$ cat src/rtl/msftdvip_reg_initiator.sv
// Register-bus initiator: turns one valid/ready command into a single enable/ready
// beat toward a responder, with per-beat timeout and a saturating timeout counter.
module msftdvip_reg_initiator #(
    parameter logic [7:0]  TIMEOUT_CYCLES = 8'd64,
    parameter logic [31:0] ERR_RDATA      = 32'hDEAD_BEEF
) (
    input  logic        clk_i,
    input  logic        rst_i,
    input  logic        req_valid_i,
    output logic        req_ready_o,
    input  logic [31:0] req_addr_i,
    input  logic [31:0] req_wdata_i,
    input  logic        req_we_i,
    output logic        rsp_valid_o,
    input  logic        rsp_ready_i,
    output logic [31:0] rsp_rdata_o,
    output logic        rsp_err_o,
    output logic        reg_en_o,
    output logic [31:0] reg_addr_o,
    output logic [31:0] reg_wdata_o,
    output logic        reg_we_o,
    input  logic [31:0] reg_rdata_i,
    input  logic        reg_ready_i,
    output logic [7:0]  timeout_cnt_o
);

    typedef enum logic [1:0] {
        IDLE    = 2'd0,
        ISSUE   = 2'd1,
        CAPTURE = 2'd2,
        RESP    = 2'd3
    } state_t;

    state_t      state_r;
    logic        req_ready_r;
    logic        reg_en_r;
    logic        reg_we_r;
    logic [31:0] reg_addr_r;
    logic [31:0] reg_wdata_r;
    logic        rsp_valid_r;
    logic [31:0] rsp_rdata_r;
    logic        rsp_err_r;
    logic [7:0]  wait_cnt_r;
    logic [7:0]  timeout_cnt_r;
    logic        wait_expire_s;

    // This stalled cycle is the TIMEOUT_CYCLES-th one; a handshake in the same cycle still wins.
    assign wait_expire_s = (({1'b0, wait_cnt_r} + 9'd1) >= {1'b0, TIMEOUT_CYCLES});

    // Transaction FSM with every output held in a register.
    always_ff @(posedge clk_i) begin
        if (rst_i) begin
            state_r       <= IDLE;
            req_ready_r   <= 1'b0;
            reg_en_r      <= 1'b0;
            reg_we_r      <= 1'b0;
            reg_addr_r    <= 32'd0;
            reg_wdata_r   <= 32'd0;
            rsp_valid_r   <= 1'b0;
            rsp_rdata_r   <= 32'd0;
            rsp_err_r     <= 1'b0;
            wait_cnt_r    <= 8'd0;
            timeout_cnt_r <= 8'd0;
        end else begin
            case (state_r)
                IDLE: begin
                    if (req_valid_i && req_ready_r) begin
                        reg_addr_r  <= req_addr_i;
                        reg_wdata_r <= req_wdata_i;
                        reg_we_r    <= req_we_i;
                        reg_en_r    <= 1'b1;
                        req_ready_r <= 1'b0;
                        wait_cnt_r  <= 8'd0;
                        state_r     <= ISSUE;
                    end else begin
                        req_ready_r <= 1'b1;
                    end
                end
                ISSUE: begin
                    if (reg_ready_i) begin
                        reg_en_r <= 1'b0;
                        reg_we_r <= 1'b0;
                        if (reg_we_r) begin
                            rsp_valid_r <= 1'b1;
                            rsp_rdata_r <= 32'd0;
                            rsp_err_r   <= 1'b0;
                            state_r     <= RESP;
                        end else begin
                            state_r <= CAPTURE;
                        end
                    end else if (wait_expire_s) begin
                        reg_en_r    <= 1'b0;
                        reg_we_r    <= 1'b0;
                        rsp_valid_r <= 1'b1;
                        rsp_err_r   <= 1'b1;
                        rsp_rdata_r <= reg_we_r ? 32'd0 : ERR_RDATA;
                        if (timeout_cnt_r != 8'hFF) begin
                            timeout_cnt_r <= timeout_cnt_r + 8'd1;
                        end else begin
                            timeout_cnt_r <= timeout_cnt_r;
                        end
                        state_r <= RESP;
                    end else begin
                        wait_cnt_r <= wait_cnt_r + 8'd1;
                    end
                end
                CAPTURE: begin
                    rsp_rdata_r <= reg_rdata_i;
                    rsp_err_r   <= 1'b0;
                    rsp_valid_r <= 1'b1;
                    state_r     <= RESP;
                end
                RESP: begin
                    // req_ready stays low here so the next command waits one extra cycle.
                    if (rsp_ready_i) begin
                        rsp_valid_r <= 1'b0;
                        state_r     <= IDLE;
                    end else begin
                        rsp_valid_r <= 1'b1;
                    end
                end
                default: begin
                    state_r     <= IDLE;
                    req_ready_r <= 1'b0;
                    reg_en_r    <= 1'b0;
                    reg_we_r    <= 1'b0;
                    rsp_valid_r <= 1'b0;
                end
            endcase
        end
    end

    assign req_ready_o   = req_ready_r;
    assign reg_en_o      = reg_en_r;
    assign reg_we_o      = reg_we_r;
    assign reg_addr_o    = reg_addr_r;
    assign reg_wdata_o   = reg_wdata_r;
    assign rsp_valid_o   = rsp_valid_r;
    assign rsp_rdata_o   = rsp_rdata_r;
    assign rsp_err_o     = rsp_err_r;
    assign timeout_cnt_o = timeout_cnt_r;

endmodule

$ cat config.mk
export PLATFORM = sky130hd
export DESIGN_NAME = msftdvip_reg_initiator
export DESIGN_NICKNAME = d
export VERILOG_FILES = /design/src/rtl/msftdvip_reg_initiator.sv
export SDC_FILE = /design/constraint.sdc
export NUM_CORES = 1
export LEC_CHECK = 0
export CAP_MARGIN = 20
export CORE_UTILIZATION = 42
export CTS_CLUSTER_SIZE = 25
export DETAILED_ROUTE_END_ITERATION = 7
export PLACE_DENSITY_LB_ADDON = 0.08
export SKIP_CTS_REPAIR_TIMING = 1
export SLEW_MARGIN = 20
export SYNTH_ARGS = -nofsm -noshare
export SYNTH_HDL_FRONTEND = slang
export SYNTH_SLANG_ARGS = --single-unit
export TNS_END_PERCENT = 100
$ cat constraint.sdc
create_clock -name clk_i -period 2.7 [get_ports clk_i]
set_input_delay 0.405 -clock clk_i [delete_from_list [all_inputs] [get_ports clk_i]]
set_output_delay 0.405 -clock clk_i [all_outputs]
set_load 0.01 [all_outputs]
# Word-level counts from Yosys, hierarchy flattened
# Index checks and enable logic that the tools add are counted.
[op_classes]
magnitude_cmp = 1
mux = 30
n_mul = 0
reduce_logical = 12
n_eq_ne = 10
n_addsub = 3
n_div = 0
shift = 0
bitwise_logic = 1
[op_table]
columns = ["cell", "n"]
rows = [
  ["$mux W32", 4],
  ["$pmux W32 S2", 1],
  ["$mux W8", 3],
  ["$add A8 B1 Y8 const B", 2],
  ["$pmux W8 S2", 1],
  ["$mux W1", 12],
  ["$reduce_and A3 Y1", 4],
  ["$add A8 B1 Y9 const B", 1],
  ["$ge A9 B7 Y1 const B", 1],
  ["$mux W2", 4],
  ["$ne A2 B2 Y1 const B", 4],
  ["$ne A8 B8 Y1 const B", 1],
  ["$pmux W2 S4", 1],
  ["$reduce_and A4 Y1", 2],
  ["$ne A3 B3 Y1 const B", 2],
  ["$pmux W1 S2", 3],
  ["$eq A2 B2 Y1 const B", 2],
  ["$reduce_bool A2 Y1", 2],
  ["$pmux W1 S3", 1],
  ["$reduce_bool A3 Y1", 1],
  ["$eq A2 B1 Y1 const B", 1],
  ["$logic_not A2 Y1", 1],
  ["$reduce_and A2 Y1", 1],
  ["$logic_and A1 B1 Y1", 1],
  ["$not A1 Y1", 1],
]
[totals]
mem_bits_rw = 0
mem_count = 0
romBits = 0
latchBits = 0
register_bits = 119
word_cells = 68
inputBits = 102

# Depth between registers and ports, before layout
# Gate-level depths: netlist (run 1).
[depth]
depth_word = 5
mapped_depth = 9
mapped_depth_nobuf = 7

# Least setup slack after synthesis (run 1)
# OpenSTA, ideal clock, no wires.
[synth_path]
kind = "register -> register"
startpoint = "reg state_r[0]"
endpoint = "reg rsp_rdata_r[7], in the netlist rsp_rdata_o[7]"
path_slack_ns = 0.765
path_stages_with_launch = 10
n_path_buf = 2
required_time_ns = 2.565
arrival_time_ns = 1.800
path_cell_list = "dfxtp_1 inv_1 ha_1 clkbuf_1 nor2_1 a211oi_1 a211o_2 buf_4 nor2_1 a211oi_1"
[synth_via]
elab_chain_len = 3
word_cells_on_any_way = 7
cone_classes = "eq/ne (4); mux (1); reduce/logical (2)"
[synth_rtl]
columns = ["item", "line_no", "source"]
rows = [
  ["start: declaration", "34", "state_t state_r;"],
  ["start signal: assignment", "53", "state_r <= IDLE;"],
  ["start signal: assignment", "74", "state_r <= ISSUE;"],
  ["start signal: assignment", "87", "state_r <= RESP;"],
  ["$eq A2 B1 Y1 / $eq A2 B2 Y1 (equally long branches)", "65", "case (state_r)"],
  ["$ne A3 B3 Y1 (no line) / $reduce_bool A2 Y1 (equally long branches)", "--", ""],
  ["$reduce_and A3 Y1 (no line)", "--", ""],
  ["end signal: assignment", "96", "rsp_rdata_r <= reg_we_r ? 32'd0 : ERR_RDATA;"],
  ["end signal: assignment", "108", "rsp_rdata_r <= reg_rdata_i;"],
  ["end: declaration", "41", "logic [31:0] rsp_rdata_r;"],
]
# Several ways; a longest one is shown, not always the timed one.
# A chain may end at the register's enable or synchronous reset.

# Worst setup path in the final report (run 1)
[layout_path]
startpoint = "reg state_r[1]"
endpoint = "reg timeout_cnt_r[5], in the netlist timeout_cnt_o[5]"
[layout_via]
elab_chain_len = 2
[layout_rtl]
columns = ["item", "line_no", "source"]
rows = [
  ["$eq A2 B1 Y1", "65", ""],
  ["$reduce_and A4 Y1 (no line)", "--", ""],
  ["end signal: assignment", "98", "timeout_cnt_r <= timeout_cnt_r + 8'd1;"],
  ["end signal: assignment", "100", "timeout_cnt_r <= timeout_cnt_r;"],
  ["end: declaration", "44", "logic [7:0] timeout_cnt_r;"],
]
# Every way passes these cells.

==> flow_metrics.env, run 1 <==
export IMPL_status="completed"
export IMPL_grt_pass1_vias=4603
export IMPL_rsz0062_at_grt="false"
export IMPL_power_density_nw_per_um2=904
export IMPL_p_int_uw=4650
export IMPL_power_switching_uw=2100
export IMPL_first_iter_violations=249
export IMPL_worst_slew_pin_slew_ps=656
export IMPL_fin_util_pct=68.6
export IMPL_hp_class="in2reg"
export IMPL_clock_latency_ps=520
export IMPL_first_pass_iters=4
export IMPL_yosys_area_share_simple_pct=22.5
export IMPL_grt_max_degree=66
export IMPL_slowest_stage="or4_1"
export IMPL_seq_area_sq_um=2380
export IMPL_synth_edf_count=0
export IMPL_cp_end_kind="flop"
export IMPL_post_place_ws_ps=307
export IMPL_start_util_pct=43.3
export IMPL_htreeDepth=4
export IMPL_io_pins=211
export IMPL_ant_nets=0
export IMPL_track_usage_pct=23.1
export IMPL_maxSlewViolCount=0
export IMPL_relSlewSlack_pct=56.2
export IMPL_yosysUniqueCellTypes=50
export IMPL_grt_ovfl_total=0
export IMPL_synth_cells=579
export IMPL_fin_crit_sh_pct=87.3
export IMPL_drv_cap=0
export IMPL_place_gp_congestion=0.866
export IMPL_antenna_found_initial=0
export IMPL_finalWorstSetupSlack_ps=343
export IMPL_cp_required_ps=3150
export IMPL_worst_ep_arrival_time_ps=2800
export IMPL_total_power_uw=6750
export IMPL_synthXorXnorAreaFrac_pct=0.186
export IMPL_vias_per_cell=5.17
export IMPL_critPathMaxFanout=14
export IMPL_routed_wl_microns=13300
export IMPL_io_buffer_count=210
export IMPL_synth_area_mux_share_pct=0.212
export IMPL_design_core_area_sq_um=10900
export IMPL_critPathKind="reg2reg"
export IMPL_synth_top_family_by_area="simple AND/OR/NAND/NOR gates"
export IMPL_wl_per_cell_microns=14.3
export IMPL_crit_chain="inv_1 -> ha_1 -> nor2b_1 -> o21a_1 -> nand3_1 -> or4_1 -> a21oi_1"
export IMPL_cp_start_kind="flop"
export IMPL_async_flop_share_pct=0
export IMPL_power_leakage_uw=0.00260
export IMPL_seq_area_frac_synth_pct=50.5
export IMPL_cts_tree="done"
export IMPL_syn_num_nets=688
export IMPL_skew_ps=5.73
export IMPL_row_count=38
export IMPL_seqPwrFrac_pct=33.8
export IMPL_setup_violations_final=0
export IMPL_multi_input_area_sq_um=2110
export IMPL_synth_fa_ha_area_share_pct=1.86
export IMPL_layout_commonest_cell="clkdlybuf4s50_1"
export IMPL_yosys_warnings=0
export IMPL_die_x_microns=108
export IMPL_timing_fmax_mhz=424
export IMPL_dpl_hpwl_microns=9060
export IMPL_swShare_pct=31.1
export IMPL_avgSynthCellArea_sq_um=8.14
export IMPL_cts_sinks=119
export IMPL_synth_seq_cells=119
export IMPL_hold_violations=0
export IMPL_nets=884
export IMPL_clk_pin_slew_ps=60
export IMPL_crit_buf_inv=1
export IMPL_fin_crit_ps=2360
export IMPL_tns_ps=0
export IMPL_remaining_drc_errors=0
export IMPL_drive_gt1_share_pct=6.60
export IMPL_syn_cell_area_sq_um=4710
export IMPL_ir_drop_v=0.000619
export IMPL_cts_buffer_depth=2
export IMPL_cts_buffers_inserted=17
export IMPL_root_buffer="clkbuf_8"
export IMPL_synth_compound_area_share_pct=19.9
export IMPL_vias=4794
export IMPL_antennaDiodeCount=0
export IMPL_cp_top_family="simple AND/OR/NAND/NOR gates"
export IMPL_cpPeakStageDelay_ps=600
export IMPL_ys_flop_type="dfxtp_1"
export IMPL_ff2ff_setup_slack_ps=340
export IMPL_clockPowerShare_pct=32.7
export IMPL_dieArea_sq_um=11700
export IMPL_die_y_microns=108
export IMPL_p_comb_share_pct=33.5
export IMPL_synthToLayoutAreaGrowth_pct=58.5
export IMPL_n_fill_cell=898
export IMPL_grt_pass1_wl_microns=21000
export IMPL_mostFrequentLayoutCells="clkdlybuf4s50_1, nand2_1, dfxtp_1"
## power groups by stage
stage          sequential (uW)  combinational, uW  clock, uW
3_3_place_gp              2310               2210          0
2_1_floorplan             2460               1080          0
5_1_grt                   2330               2510       2320
4_1_cts                   2290               2280       2260
6_report                  2280               2260       2200
3_5_place_dp              2320               2260          0
## routing by layer
| metal | share of wire [%] | track usage [%] | up-vias |
|---|---|---|---|
| met5 | 0 | 0 | - |
| met2 | 47 | 37.6 | 185 |
| met4 | 2.3 | 11.2 | 0 |
| met1 | 40 | 25.5 | 2217 |
| li1 | - | - | 2367 |
| met3 | 10 | 10.4 | 25 |
## synthesized netlist by cell type, types with 5 or more instances
cell type / instances / area (sq um)
nand2_1: 171 / 642
dfxtp_1: 119 / 2380
or4_1: 8 / 60.1
nor2_1: 35 / 131
a211oi_1: 29 / 218
nand3_1: 13 / 65.1
ha_1: 7 / 87.6
o31ai_1: 6 / 45.0
clkbuf_1: 27 / 101
a21oi_1: 86 / 430
buf_2: 5 / 25.0
inv_1: 9 / 33.8
o21ai_0: 11 / 55.1
## through the flow
| stage | hold slack [ps] | std cells | instance area [sq um] |
|---|---|---|---|
| floorplan | 453 | 579 | 4710 |
| global placement | 438 | 896 | 6880 |
| detailed placement | 445 | 896 | 6880 |
| CTS | 271 | 928 | 7470 |
| global route | 283 | 928 | 7470 |
| finish | 283 | 928 | 7470 |
## area by class of cell
cell class                      count  area share [%]
Timing Repair Buffer              218            29.1
Multi-Input combinational cell    410            28.3
Sequential cell                   119            31.9
Inverter                            9           0.452
Tap cell                          140            2.34
Clock inverter                      7            1.21
Clock buffer                       25            6.75
## sequential cells by signal, indices dropped and copies added, names as in the netlist
signal and flops:
rsp_valid_o 1, state_r 2, rsp_rdata_o 32, reg_we_o 1
reg_addr_o 32, timeout_cnt_o 8, reg_en_o 1, req_ready_o 1
wait_cnt_r 8, reg_wdata_o 32, rsp_err_o 1
## cells by family after synthesis
group / Yosys count
buffers and inverters: 50
adders and majority gates: 7
muxes: 1
AOI/OAI and AO/OA: 151
xor gates and xnor gates: 1
DFF: 119
and+or+nand+nor: 250
## path summary, 6_finish.rpt
| path | from | end | cells after the start |
|---|---|---|---|
| hold / removal | rst_i | wait_cnt_r[5] | 2 |
| setup / recovery | state_r[1] | timeout_cnt_o[5] | 7 |
| hold reg to reg | reg_wdata_o[30] | reg_wdata_o[30] | 2 |
| setup reg to reg | state_r[1] | timeout_cnt_o[5] | 7 |
## worst register-to-register path: cells and delay by family (launching register included)
| family | cells | cell delay [ps] |
|---|---|---|
| simple gates | 3 | 1220 |
| flops | 1 | 340 |
| fa+ha+maj | 1 | 300 |
| buf+inv | 1 | 110 |
| compound gates | 2 | 310 |
Power figures use the tool's default switching activity.
==> run 2: changes to the inputs <==
==> constraint.sdc (replaced) <==
create_clock -name clk_i -period 2.7 [get_ports clk_i]
set_input_delay 0.54 -clock clk_i [delete_from_list [all_inputs] [get_ports clk_i]]
set_output_delay 0.54 -clock clk_i [all_outputs]
set_load 0.01 [all_outputs]
==> run 2 against run 1 <==
Wire length increased by 2.1%. Critical path depth unchanged. Core utilization increased by 0.48 points. Cell area increased by 0.70%. Combinational power about the same. Clock power increased by 7%. Cell count unchanged. Die area unchanged. Flip-flop and latch count unchanged. Clock skew increased by 1.8 ps. Largest cell class unchanged. Highest routed layer unchanged.
==> flow_metrics.env, run 2 (synthesis results as in run 1) <==
export IMPL_dieArea_sq_um=11700
export IMPL_cts_buffers_inserted=17
export IMPL_cp_start_kind="flop"
export IMPL_slowest_stage="a211oi_1"
export IMPL_grt_pass1_vias=4569
export IMPL_status="completed"
export IMPL_crit_chain="inv_1 -> ha_1 -> nor2_1 -> a211oi_1 -> a211o_4 -> nor2_1 -> a211oi_1"
export IMPL_fin_crit_sh_pct=88.8
export IMPL_worst_slew_pin_slew_ps=656
export IMPL_hp_class="reg2reg"
export IMPL_track_usage_pct=23.8
export IMPL_critPathMaxFanout=32
export IMPL_row_count=38
export IMPL_ir_drop_v=0.000594
export IMPL_cts_tree="done"
export IMPL_crit_buf_inv=1
export IMPL_die_y_microns=108
export IMPL_cp_required_ps=3130
export IMPL_timing_rr_start="state_r[1]"
export IMPL_relSlewSlack_pct=56.2
export IMPL_ff2ff_setup_slack_ps=300
export IMPL_layout_commonest_cell="clkdlybuf4s50_1"
export IMPL_design_core_area_sq_um=10900
export IMPL_first_iter_violations=290
export IMPL_fin_util_pct=69.1
export IMPL_vias=4815
export IMPL_hold_path_depth=2
export IMPL_fin_crit_ps=2400
export IMPL_worst_ep_arrival_time_ps=2820
export IMPL_clock_latency_ps=530
export IMPL_io_pins=211
export IMPL_drv_cap=0
export IMPL_reg2reg_to="rsp_rdata_o[27]"
export IMPL_power_leakage_uw=0.00262
export IMPL_synthToLayoutAreaGrowth_pct=59.6
export IMPL_first_pass_iters=5
export IMPL_vias_per_cell=5.19
export IMPL_skew_ps=7.57
export IMPL_nets=884
export IMPL_cts_sinks=119
export IMPL_maxSlewViolCount=0
export IMPL_grt_pass1_wl_microns=21500
export IMPL_htreeDepth=4
export IMPL_critPathKind="reg2reg"
export IMPL_die_x_microns=108
export IMPL_place_gp_congestion=0.888
export IMPL_min_to="reg_wdata_o[17]"
export IMPL_antenna_found_initial=0
export IMPL_ant_nets=0
export IMPL_clk_pin_slew_ps=50
export IMPL_rr_worst_depth=7
export IMPL_setup_violations_final=0
export IMPL_hold_violations=0
export IMPL_fin_area_sq_um=7520
export IMPL_cp_depth=7
export IMPL_grt_max_degree=65
export IMPL_antennaDiodeCount=0
export IMPL_cp_top_family="compound AO/OA/AOI/OAI gates"
export IMPL_start_util_pct=43.3
export IMPL_io_buffer_count=210
export IMPL_cts_buffer_depth=2
export IMPL_rsz0062_at_grt="false"
export IMPL_wl_per_cell_microns=14.6
export IMPL_drive_gt1_share_pct=6.73
export IMPL_placed_area_sq_um=6890
export IMPL_cp_end_kind="flop"
export IMPL_remaining_drc_errors=0
export IMPL_root_buffer="clkbuf_8"
export IMPL_power_density_nw_per_um2=922
export IMPL_cpPeakStageDelay_ps=470
export IMPL_hp_start="reg_wdata_o[17]"
export IMPL_timing_fmax_mhz=417
export IMPL_mostFrequentLayoutCells="clkdlybuf4s50_1, nand2_1, dfxtp_1"
export IMPL_n_fill_cell=867
export IMPL_tns_ps=0
export IMPL_routed_wl_microns=13600
export IMPL_grt_ovfl_total=0
export IMPL_dpl_hpwl_microns=9300
[run 2: cell count changes in the layout (fill, tap and decap cells not counted), sizes merged]
cell / before / now
clkinvlp: 2 / 0
clkbuf: 25 / 23
clkinv: 3 / 5
bufinv: 2 / 4
[run 2: per-layer routing]
metal / GRT usage, % / wire [microns] / part of all wire [%]
met5: 0 / 0 / 0
met2: 38.6 / 6430 / 47
met3: 9.58 / 1270 / 9.3
met1: 27.1 / 5480 / 40
met4: 11.8 / 392 / 2.9
[run 2: where the power goes]
part           total, uW  switching [uW]  internal (uW)
clock network       2360             771           1590
registers           2290             187           2110
logic               2280            1180           1100
total               6940            2140           4800
[run 2: through the flow]
stage | std cells | worst slack (ps) | hold slack, ps | power [uW]
final | 928 | 302 | 450 | 6940
after global routing | 928 | 47.2 | 465 | 7350
after CTS | 928 | 159 | 453 | 6980
after detailed placement | 896 | 169 | 445 | 4600
after global placement | 896 | 274 | 437 | 4520
after floorplan | 579 | 765 | 453 | 3540
[run 2: final cells by class]
type	instances	area [sq um]	share of cell area, %
tap	140	175	2.33
clock inverter	9	145	1.93
sequential	119	2380	31.7
inverter	9	33.8	0.449
clock buffer	23	477	6.34
multi-input combinational	410	2130	28.3
timing repair buffer	218	2180	29.0
[run 2: how the worst max path moves through the flow]
stage / from / endpoint / slack, ps
floorplan: state_r[0] / rsp_rdata_o[7] / 770
global placement: reg_ready_i / timeout_cnt_o[7] / 270
detailed placement: reg_ready_i / rsp_rdata_o[27] / 170
CTS: state_r[1] / rsp_rdata_o[27] / 160
global route: state_r[1] / rsp_rdata_o[27] / 50
finish: state_r[1] / rsp_rdata_o[27] / 300
[run 2: worst min-delay path: cells and delay by family (launching register included)]
kind | cells | cell delay, ps
DFF | 1 | 300
and+or+nand+nor | 1 | 50
AOI/OAI and AO/OA | 1 | 50
==> RTL change 1, RTL diff (config.mk and constraints of run 1) <==
`ERR_RDATA`: 32'hDEAD_BEEF -> 32'h80000000.
--- a/src/rtl/msftdvip_reg_initiator.sv
+++ b/src/rtl/msftdvip_reg_initiator.sv
@@ -2,7 +2,7 @@
 // beat toward a responder, with per-beat timeout and a saturating timeout counter.
 module msftdvip_reg_initiator #(
     parameter logic [7:0]  TIMEOUT_CYCLES = 8'd64,
-    parameter logic [31:0] ERR_RDATA      = 32'hDEAD_BEEF
+    parameter logic [31:0] ERR_RDATA      = 32'h80000000
 ) (
     input  logic        clk_i,
     input  logic        rst_i,
Behaviour: no difference found for any inputs over 4 cycles, from zero or initial values and one cycle with rst_i high; that may be too few to reach the edited logic, so the function may still have changed.
==> RTL change 1 against run 1 <==
Cell area about the same. Synthesized area decreased by 2.6%. Count of clock-buffer cells in the layout decreased by 1. Wire length increased by 1.9%. Sequential cell count unchanged. Power decreased by 4.2%. Global-route usage increased by 0.60 points. Combinational power decreased by 27%. Setup slack improved by 0.27 ns. Critical path type unchanged. Largest cell class unchanged. Largest power group is now the clock network.
==> RTL change 1: results <==
<?xml version="1.0" encoding="UTF-8"?>
<metrics>
  <group name="synth">
    <metric name="avgSynthCellArea" unit="um2">8.97</metric>
    <metric name="seq_area_frac_synth" unit="%">51.9</metric>
    <metric name="post_synth_xor_area_fraction" unit="%">0.191</metric>
    <metric name="synth_area_in_adders" unit="%">1.91</metric>
    <metric name="synth.top_cells.by_count" unit="">sky130_fd_sc_hd__nand2_1, sky130_fd_sc_hd__dfxtp_1, sky130_fd_sc_hd__a21oi_1, sky130_fd_sc_hd__a22o_1, sky130_fd_sc_hd__nor2_1</metric>
    <metric name="synth_compound_gate_area_share" unit="%">20.4</metric>
    <metric name="synthMuxAreaShare" unit="%">1.36</metric>
  </group>
  <group name="critical_path">
    <metric name="critPathTopFamily" unit="">compound AO/OA/AOI/OAI gates</metric>
    <metric name="critical-path-max-stage-delay" unit="ns">0.58</metric>
    <metric name="r2r_end" unit="">wait_cnt_r[5]</metric>
    <metric name="critPathArrivalTime" unit="ns">2.52</metric>
    <metric name="regToRegStartpoint" unit="">state_r[0]</metric>
    <metric name="rrSetupSlack" unit="ns">0.61</metric>
    <metric name="rr_worst_depth" unit="">6</metric>
  </group>
  <group name="routing">
    <metric name="avgViaCountPerCell" unit="">5.11</metric>
    <metric name="detailedRoute.firstIterationViolations" unit="">265</metric>
    <metric name="met3RoutedLength" unit="um">1060</metric>
    <metric name="routedLengthMet1" unit="um">5420</metric>
    <metric name="wl" unit="um">13500</metric>
  </group>
  <group name="global_route">
    <metric name="met3_resource_use_gr" unit="%">8.65</metric>
    <metric name="via_count_of_the_first_global_routing_pass" unit="">4271</metric>
    <metric name="grt_pass1_wl" unit="um">20900</metric>
    <metric name="grt_util_met2" unit="%">40.1</metric>
  </group>
  <group name="place">
    <metric name="hpwl" unit="um">9330</metric>
    <metric name="place_worst_setup_slack" unit="ns">0.385</metric>
    <metric name="postPlaceCellArea" unit="um2">6760</metric>
  </group>
  <group name="power">
    <metric name="worst_ir_drop_vdd" unit="uV">626</metric>
  </group>
  <group name="sta">
    <metric name="timing.max_slew.rel_slack" unit="%">53.6</metric>
    <metric name="clock_skew" unit="ns">0.00626</metric>
    <metric name="finalHoldWorstSlack" unit="ns">0.341</metric>
  </group>
  <group name="outcome">
    <metric name="status" unit="">finished, final reports clean</metric>
  </group>
  <group name="min_path">
    <metric name="min_delay_worst_endpoint" unit="">reg_en_o</metric>
  </group>
  <group name="finish">
    <metric name="final_layout_size_suffix_gt1_share" unit="%">8.52</metric>
    <metric name="layout.cells.non_filler" unit="">864</metric>
  </group>
</metrics>
[RTL change 1: cell type report]
cell class                      instances  area, um2
Timing Repair Buffer                  218       2170
Clock inverter                          7        210
Multi-Input combinational cell        350       2000
Tap cell                              136        170
Clock buffer                           24        500
Sequential cell                       119       2380
Inverter                               10       37.5
Fill cell                             804       2990
[RTL change 1: worst max-delay path by stage]
stage / start / to / slack [ns] / depth (start not counted)
after floorplan: wait_cnt_r[0] / rsp_rdata_o[0] / 0.84 / 7
after global placement: reg_ready_i / timeout_cnt_o[3] / 0.41 / 6
after detailed placement: reg_ready_i / timeout_cnt_o[3] / 0.39 / 6
after CTS: state_r[0] / wait_cnt_r[5] / 0.59 / 6
after global routing: state_r[1] / wait_cnt_r[5] / 0.48 / 6
final: state_r[0] / wait_cnt_r[5] / 0.61 / 6
[RTL change 1: power breakdown]
group	total, mW	switching (mW)	leakage (nW)	internal [mW]
registers	2.13	0.132	0.965	2.00
clock network	2.68	0.758	0.348	1.92
logic	1.66	0.842	1.48	0.818
==> RTL change 2, RTL diff (flow settings as in run 1) <==
Without the edit above. Make the reset (`rst_i`) asynchronous in one clocked block.
--- a/src/rtl/msftdvip_reg_initiator.sv
+++ b/src/rtl/msftdvip_reg_initiator.sv
@@ -48,7 +48,7 @@
     assign wait_expire_s = (({1'b0, wait_cnt_r} + 9'd1) >= {1'b0, TIMEOUT_CYCLES});
 
     // Transaction FSM with every output held in a register.
-    always_ff @(posedge clk_i) begin
+    always_ff @(posedge clk_i or posedge rst_i) begin
         if (rst_i) begin
             state_r       <= IDLE;
             req_ready_r   <= 1'b0;
Function: differs if rst_i is asserted again (counterexample within 4 cycles, from zero or initial values and one cycle with rst_i high); with rst_i held inactive, the same outputs for 10 cycles.
==> RTL change 2 against run 1 <==
Setup slack got worse by 0.19 ns. Sequential cell count did not move. Synthesized area grew 13%. Cell area is 10% higher. Non-clock buffer count increased by 10. Critical path depth stayed put. Wire length grew 8.0%. Power is 39% higher. Largest cell class unchanged.
==> RTL change 2: results <==
<?xml version="1.0" encoding="UTF-8"?>
<metrics>
  <group name="sta">
    <metric name="finalHoldWorstSlack" unit="ns">0.469</metric>
    <metric name="min_period_over_period" unit="%">94.5</metric>
    <metric name="clock_skew" unit="ns">0.00527</metric>
    <metric name="worst_slew_pin_slew" unit="ns">0.642</metric>
  </group>
  <group name="global_route">
    <metric name="grt_max_degree" unit="">120</metric>
    <metric name="grt_pass1_wl" unit="um">23200</metric>
    <metric name="grt_usage" unit="%">23.0</metric>
  </group>
  <group name="finish">
    <metric name="antennaDiodeCount" unit="">0</metric>
    <metric name="final_layout_size_suffix_gt1_share" unit="%">10.3</metric>
    <metric name="fin_nets" unit="">873</metric>
    <metric name="layout.cells.non_filler" unit="">942</metric>
  </group>
  <group name="critical_path">
    <metric name="rrSetupSlack" unit="ns">0.15</metric>
    <metric name="worst_path_max_delay_cell" unit="">sky130_fd_sc_hd__nor3_4</metric>
    <metric name="critPathArrivalTime" unit="ns">2.80</metric>
    <metric name="critical-path-max-stage-delay" unit="ns">0.55</metric>
  </group>
  <group name="place">
    <metric name="place_worst_setup_slack" unit="ns">-0.316</metric>
    <metric name="placed_cells_incl_taps" unit="">912</metric>
    <metric name="gp_congestion" unit="">0.768</metric>
    <metric name="postPlaceCellArea" unit="um2">7630</metric>
    <metric name="hpwl" unit="um">9730</metric>
  </group>
  <group name="clocking">
    <metric name="clock_tree.root_cell" unit="">sky130_fd_sc_hd__clkbuf_16</metric>
    <metric name="worstSkewPairLatency" unit="ns">0.41</metric>
    <metric name="clock_edge_transition_at_the_registers_on_the_reported_setup_and_hold_paths" unit="ns">0.05</metric>
  </group>
  <group name="synth">
    <metric name="yosysUniqueCellTypes" unit="">47</metric>
    <metric name="synthArstFlopShare" unit="%">100</metric>
    <metric name="netlist_top_cells_area" unit="">sky130_fd_sc_hd__dfrtp_1, sky130_fd_sc_hd__nand2_1, sky130_fd_sc_hd__a221oi_2</metric>
    <metric name="top_flip_flop_cell_by_instance_count_after_synthesis" unit="">sky130_fd_sc_hd__dfrtp_1</metric>
    <metric name="avgSynthCellArea" unit="um2">9.72</metric>
    <metric name="seq_area_frac_synth" unit="%">55.8</metric>
    <metric name="synth.net_count" unit="">658</metric>
    <metric name="synth.top_cells.by_count" unit="">sky130_fd_sc_hd__nand2_1, sky130_fd_sc_hd__dfrtp_1, sky130_fd_sc_hd__nor2_1, sky130_fd_sc_hd__inv_1, sky130_fd_sc_hd__o22ai_1</metric>
  </group>
  <group name="routing">
    <metric name="detailedRoute.firstIterationViolations" unit="">263</metric>
    <metric name="detailroute.via_count" unit="">4678</metric>
    <metric name="drt-wirelength-per-cell" unit="um">15.2</metric>
  </group>
  <group name="outcome">
    <metric name="status" unit="">finished, final reports clean</metric>
  </group>
  <group name="power">
    <metric name="p_leak" unit="nW">3.83</metric>
    <metric name="worst_ir_drop_vdd" unit="uV">637</metric>
  </group>
  <group name="min_path">
    <metric name="hp-class" unit="">reg2reg</metric>
  </group>
</metrics>
## RTL change 2: cell type report
cell class,instances,area (um2)
Fill cell,974,3990
Clock inverter,3,65.1
Inverter,31,120
Clock buffer,26,509
Tap cell,168,210
Timing Repair Buffer,228,2260
Sequential cell,119,2980
Multi-Input combinational cell,367,2080
## RTL change 2: path summary, 6_finish.rpt
check                          startpoint               end  cells after the start
max in group asynchronous           rst_i   rsp_rdata_o[10]                      3
hold / removal             reg_addr_o[13]    reg_addr_o[13]                      2
setup reg to reg            wait_cnt_r[0]   rsp_rdata_o[30]                      7
min in group asynchronous           rst_i  timeout_cnt_o[0]                      3
setup / recovery            wait_cnt_r[0]   rsp_rdata_o[30]                      7
hold reg to reg            reg_addr_o[13]    reg_addr_o[13]                      2
## RTL change 2: metal layers
layer | track usage, % | part of all wire (%) | vias up
met5 | 0 | 0 | -
met4 | 9.78 | 2.5 | 0
met1 | 27.9 | 42 | 2220
li1 | - | - | 2259
met2 | 36.5 | 47 | 171
met3 | 9.26 | 8.9 | 28
## RTL change 2: cells by family after synthesis
logic type	Yosys count	synth area share [%]
mux	4	0.844
flops	119	55.8
xor+xnor	7	1.15
compound gates	81	14.1
buf+inv	63	5.32
fa+ha+maj	7	1.64
simple gates	268	21.1
## RTL change 2: power breakdown
group | internal (mW) | switching [mW]
Clock | 1.46 | 0.739
Sequential | 2.52 | 0.465
Combinational | 2.19 | 2.02
Total | 6.18 | 3.23
## RTL change 2: worst max-delay path: cells and delay by family, from the launching register on
| kind | cells | cell delay [ns] |
|---|---|---|
| AO/OA/AOI/OAI | 1 | 0.13 |
| adder cells (fa/ha/maj) | 1 | 0.23 |
| buffers and inverters | 1 | 0.34 |
| flip-flops | 1 | 0.39 |
| AND/OR/NAND/NOR | 4 | 1.29 |
